==> src/rtl/score_digit_sequencer.sv <==
// rtl/score_digit_sequencer.sv - binary-to-BCD digit sequencer feeding a tile digit renderer
// Serial double-dabble conversion, frame-synchronous display swap, per-pixel digit lookup.
module score_digit_sequencer #(
  parameter int VALUE_W  = 14,
  parameter int NDIGITS  = 4,
  parameter int X_TILE   = 0,
  parameter int LZ_BLANK = 1
) (
  input  logic               i_clk,
  input  logic               i_rst_n,
  input  logic [VALUE_W-1:0] i_value,
  input  logic               i_value_valid,
  output logic               o_value_ready,
  output logic               o_busy,
  input  logic               i_frame_start,
  input  logic [9:0]         i_hpos,
  input  logic               i_visible,
  output logic [3:0]         o_digit,
  output logic               o_digit_on,
  output logic               o_pending
);

  function automatic int pow10(input int n);
    int r;
    r = 1;
    for (int i = 0; i < n; i++) r = r * 10;
    return r;
  endfunction

  localparam int         BW   = 4 * NDIGITS;
  localparam int         CW   = $clog2(VALUE_W + 1);
  localparam int         MAXV = pow10(NDIGITS) - 1;
  localparam logic [5:0] XT   = 6'(X_TILE);
  localparam logic [5:0] ND   = 6'(NDIGITS);

  typedef enum logic {IDLE, CONV} state_t;

  state_t             state, state_nxt;
  logic               accept, done;
  logic [VALUE_W-1:0] cap, bin, bin_nxt;
  logic [BW-1:0]      bcd, bcd_adj, bcd_nxt;
  logic [BW-1:0]      pend_buf, disp_buf;
  logic [CW-1:0]      cnt;
  logic               pending;

  always_ff @(posedge i_clk or negedge i_rst_n) begin
    if (!i_rst_n) state <= IDLE;
    else          state <= state_nxt;
  end

  always_comb begin
    state_nxt     = state;
    o_value_ready = 1'b0;
    o_busy        = 1'b0;
    accept        = 1'b0;
    done          = 1'b0;
    case (state)
      IDLE: begin
        o_value_ready = 1'b1;
        if (i_value_valid) begin
          accept    = 1'b1;
          state_nxt = CONV;
        end
      end
      CONV: begin
        o_busy = 1'b1;
        if (cnt == CW'(1)) begin
          done      = 1'b1;
          state_nxt = IDLE;
        end
      end
      default: state_nxt = IDLE;
    endcase
  end

  // Values beyond the displayable range clamp to all nines.
  always_comb begin
    cap = i_value;
    if (32'(i_value) > MAXV) cap = VALUE_W'(MAXV);
  end

  always_comb begin
    bcd_adj = bcd;
    for (int i = 0; i < NDIGITS; i++) begin
      if (bcd[i*4 +: 4] >= 4'd5) bcd_adj[i*4 +: 4] = bcd[i*4 +: 4] + 4'd3;
    end
    {bcd_nxt, bin_nxt} = {bcd_adj, bin} << 1;
  end

  always_ff @(posedge i_clk or negedge i_rst_n) begin
    if (!i_rst_n) begin
      bin      <= '0;
      bcd      <= '0;
      cnt      <= '0;
      pend_buf <= '0;
      disp_buf <= '0;
      pending  <= 1'b0;
    end else begin
      if (accept) begin
        bin <= cap;
        bcd <= '0;
        cnt <= CW'(VALUE_W);
      end else if (state == CONV) begin
        bin <= bin_nxt;
        bcd <= bcd_nxt;
        cnt <= cnt - CW'(1);
      end
      // Swap sees the pre-edge pending state; a same-cycle completion waits a frame.
      if (i_frame_start && pending) begin
        disp_buf <= pend_buf;
        pending  <= 1'b0;
      end
      if (done) begin
        pend_buf <= bcd_nxt;
        pending  <= 1'b1;
      end
    end
  end

  assign o_pending = pending;

  logic [5:0]         tile, k;
  logic               in_range, run, sel_lz, on_nxt;
  logic [NDIGITS-1:0] lz;
  logic [3:0]         sel_digit, digit_nxt;

  assign tile     = i_hpos[9:4];
  assign k        = tile - XT;
  assign in_range = (tile >= XT) && (k < ND);

  // lz[j] marks digit j (j=0 most significant) as part of the leading-zero run.
  always_comb begin
    run = 1'b1;
    lz  = '0;
    for (int j = 0; j < NDIGITS; j++) begin
      run   = run && (disp_buf[(NDIGITS-1-j)*4 +: 4] == 4'd0);
      lz[j] = run;
    end
  end

  always_comb begin
    sel_digit = 4'd0;
    sel_lz    = 1'b0;
    for (int j = 0; j < NDIGITS; j++) begin
      if (k == 6'(j)) begin
        sel_digit = disp_buf[(NDIGITS-1-j)*4 +: 4];
        sel_lz    = lz[j];
      end
    end
    digit_nxt = in_range ? sel_digit : 4'd0;
    on_nxt    = i_visible && in_range &&
                !((LZ_BLANK != 0) && sel_lz && (k != ND - 6'd1));
  end

  always_ff @(posedge i_clk or negedge i_rst_n) begin
    if (!i_rst_n) begin
      o_digit    <= 4'd0;
      o_digit_on <= 1'b0;
    end else begin
      o_digit    <= digit_nxt;
      o_digit_on <= on_nxt;
    end
  end

endmodule

==> config.mk <==
export PLATFORM = sky130hd
export DESIGN_NAME = score_digit_sequencer
export DESIGN_NICKNAME = d
export VERILOG_FILES = /design/src/rtl/score_digit_sequencer.sv
export SDC_FILE = /design/constraint.sdc
export NUM_CORES = 1
export LEC_CHECK = 0
export BUFFER_PORTS_ARGS = -buffer_cell sky130_fd_sc_hd__buf_2
export CAP_MARGIN = 30
export CORE_AREA = 2 2 93 95
export DETAILED_ROUTE_END_ITERATION = 8
export DIE_AREA = 0 0 95 97
export GPL_TIMING_DRIVEN = 1
export PLACE_DENSITY = 0.6
export SETUP_SLACK_MARGIN = 0.5
export SLEW_MARGIN = 5
export SYNTH_ARGS = -nofsm -noshare
export SYNTH_HDL_FRONTEND = slang
export SYNTH_SLANG_ARGS = --single-unit
export TNS_END_PERCENT = 20
==> constraint.sdc <==
create_clock -name i_clk -period 1.34 [get_ports i_clk]
set_input_delay 0.268 -clock i_clk [delete_from_list [all_inputs] [get_ports i_clk]]
set_output_delay 0.268 -clock i_clk [all_outputs]
set_load 0.01 [all_outputs]
==> metrics <==
status=finished with violations; failing checks=negative setup slack; chip height=97 um; initial drt markers=77; RSZ-0062 raised after global routing=true; vias in the first global route=2602; Worst path top cell family by delay=multiplexers; worst slew margin relative to its limit=75.4%; Max-Cap Viols=0; clock tree buffer depth=2; critical path arrival=1.71 ns; Yosys reg bits=73; gr ovfl total=0; Slew @ Worst Pin=0.368 ns; clock share of power=14.6%; routed vias/inst=5.21; asr flop ratio synth=100%; Comb power frac=52.1%; Power Density=2340 nW/um2; min cycle time layout=1.43 ns; Starting Density=41.5%; Layout area overhead=48.8%; CP Cell Sequence=ha_2 > nand2b_4 > a21oi_4 > mux2i_2 > mux2_4; Finish-stage setup viols=13; syn avg cell area=11.4 um2; Filler cells=623; Synth Instances=296; FMAX=700 MHz; Synth area leader=dfrtp_1; Setup WS post-layout=-0.0892 ns; Die Wd=95 um; register area share after synthesis=54.1%; Pre-antenna DRT Iters=4; layout cells sized above 1=56.7%; total number of vias=2594; Crit path buffers/inverters=0; Final Hold Viols=0; switching power total=4.18 mW; Placer Congestion=0.771; CTS Buf Count=9; Synth area leaders=dfrtp_1 (54%), mux2_2 (7.7%), ha_1 (3.7%), nand2_1 (3.6%), mux4_1 (3.1%); Slew Viols, Final=0; Routed Antenna Nets=0; CTS tree=done; clk sink count=73; Root Buffer=clkbuf_8; site row count=33; fin crit share=107%; critical path peak fanout=3; diodes inserted=0; post-synthesis cell area=3380 um2; Reg area=1830 um2; Final TNS setup=-0.696 ns; I/O pins=37; first-pass GRT wire length=12.2 mm; cell leakage power=2.34 nW; Setup Skew=0.00903 ns; IO buf count=32; sw frac=35.5%; slowest stage delay, CP=0.40 ns; initial antenna violation count=0; commonest non-fill, non-tap cell in the layout=dfrtp_1; Synth Warn #=0; detailed-route wire length per cell=15.3 um; layout net count=427; DRC viols=0; Primary FF master, synth=dfrtp_1; Clk pin slew, worst setup/hold paths=0.08 ns; htree depth=3; most frequent cells in the layout=dfrtp_1 (72), buf_4 (37), buf_2 (27); Crit path required time=1.62 ns; Routed WL=7.60 mm; pre-CTS setup slack=-0.0849 ns; worst skew pair latency=0.34 ns; Startpoint Class=flop; sequential share of power=33.3%; Internal Pwr Total=7.61 mW; CP Class=reg -> reg; area taken by multi-input logic gates=1960 um2; Overall Global Routing Usage=16.9%; Synth cell types=44; pin count of the biggest net entering global routing=74; Hold Crit Class=in -> reg; core area=8130 um2; Post-synth EDFFs=0; Worst setup EP type=flop; Crit-path slowest cell=dfrtp_1; share of the synthesized area in the top cell type=54.1%; Worst IR Drop VDD=1.20 mV; Die ar.=9220 um2; dpl hpwl=4.78 mm; Syn Nets=335
-- path summary, 6_finish.rpt --
check | from | end | slack (ns) | cells after the start
min in group asynchronous | i_rst_n | pend_buf[15]$_DFFE_PN0P_ | 0.12 | 3
hold / removal | i_frame_start | o_pending$_DFFE_PN0P_ | 0.11 | 2
hold reg to reg | pend_buf[11]$_DFFE_PN0P_ | pend_buf[11]$_DFFE_PN0P_ | 0.49 | 2
setup reg to reg | bcd[12]$_DFFE_PN0P_ | pend_buf[14]$_DFFE_PN0P_ | -0.09 | 5
max in group asynchronous | i_rst_n | bcd[4]$_DFFE_PN0P_ | 0.90 | 3
setup / recovery | bcd[12]$_DFFE_PN0P_ | pend_buf[14]$_DFFE_PN0P_ | -0.09 | 5
-- per-stage QoR --
| stage | instances | cell area, um2 | util, % | hold slack [ns] | total power, mW |
|---|---|---|---|---|---|
| after detailed placement | 454 | 4020 | 49.4 | 0.337 | 7.94 |
| after global placement | 454 | 4020 | 49.4 | 0.333 | 7.77 |
| final | 498 | 5030 | 61.8 | 0.111 | 11.8 |
| after CTS | 478 | 4550 | 55.9 | 0.102 | 10.5 |
| after floorplan | 296 | 3510 | - | -0.0276 | 6.59 |
| after global routing | 498 | 5030 | 61.8 | 0.0992 | 12.6 |
-- cells by family after synthesis --
kind of cell | Yosys count | synth area share (%)
adder cells (fa/ha/maj) | 10 | 3.70
multiplexers | 30 | 11.7
XOR/XNOR | 6 | 1.56
buffers and inverters | 27 | 3.48
AO/OA/AOI/OAI | 77 | 14.1
flip-flops | 73 | 54.1
AND/OR/NAND/NOR | 73 | 11.4
-- cells in the mapped netlist (3+ instances only) --
cell / instances
a22o_1: 4
mux2_2: 23
ha_1: 10
o21ai_1: 11
inv_1: 13
a2bb2oi_1: 3
mux4_1: 4
nand4_1: 4
xnor2_1: 6
mux2i_1: 3
o21ai_0: 19
o22ai_1: 8
nor3_1: 4
nor3b_1: 6
dfrtp_1: 73
nand2b_1: 4
a21oi_1: 18
nor2b_1: 4
buf_2: 7
nor2_1: 7
nand2_1: 32
-- flip-flops by register name (all words and copies together), names as in the netlist --
name and count:
bcd 16, pend_buf 16, cnt 4, bin 14
o_pending 1, o_digit 4, state 1, disp_buf 16
o_digit_on 1
-- final cells by class --
| class | count | area share [%] |
|---|---|---|
| clock inverters | 5 | 1.10 |
| flip-flops and latches | 73 | 36.4 |
| repair buffers | 93 | 17.0 |
| inverters | 15 | 1.17 |
| well taps | 105 | 2.61 |
| multi-input cells | 196 | 38.9 |
| clock buffers | 11 | 2.81 |
-- worst register-to-register path, delay by kind of cell, from the launching register on --
kind	cells	cell delay, ns
mux	2	0.45
compound gates	1	0.20
fa+ha+maj	1	0.18
simple gates	1	0.14
flops	1	0.40
-- power groups by stage --
stage	logic, mW	clock network [mW]	registers [mW]
floorplan	2.93	0	3.66
global placement	3.97	0	3.79
detailed placement	4.12	0	3.83
CTS	4.94	1.75	3.84
global route	6.69	1.86	4.04
finish	6.14	1.72	3.93
-- layer usage --
metal  part of all wire, %  vias to the layer above  wire (um)  track usage [%]
met1                    43                     1289       3290             21.6
li1                      -                     1249          -                -
met3                   2.8                       14        210             3.12
met4                   1.8                        0        136             6.91
met2                    52                       42       3960             27.9
met5                     0                        -          0                0
-- timing repair --
item / in CTS / in global routing
resized for setup: 65 / 75
hold buffers: 1 / 0
endpoints found under the setup margin: 81 / 154
pin swaps: 17 / 23
cloned: 2 / 1
endpoints found under the hold margin: 73 / 0
setup buffers: 5 / 19
(Power assumes the default switching activity.)
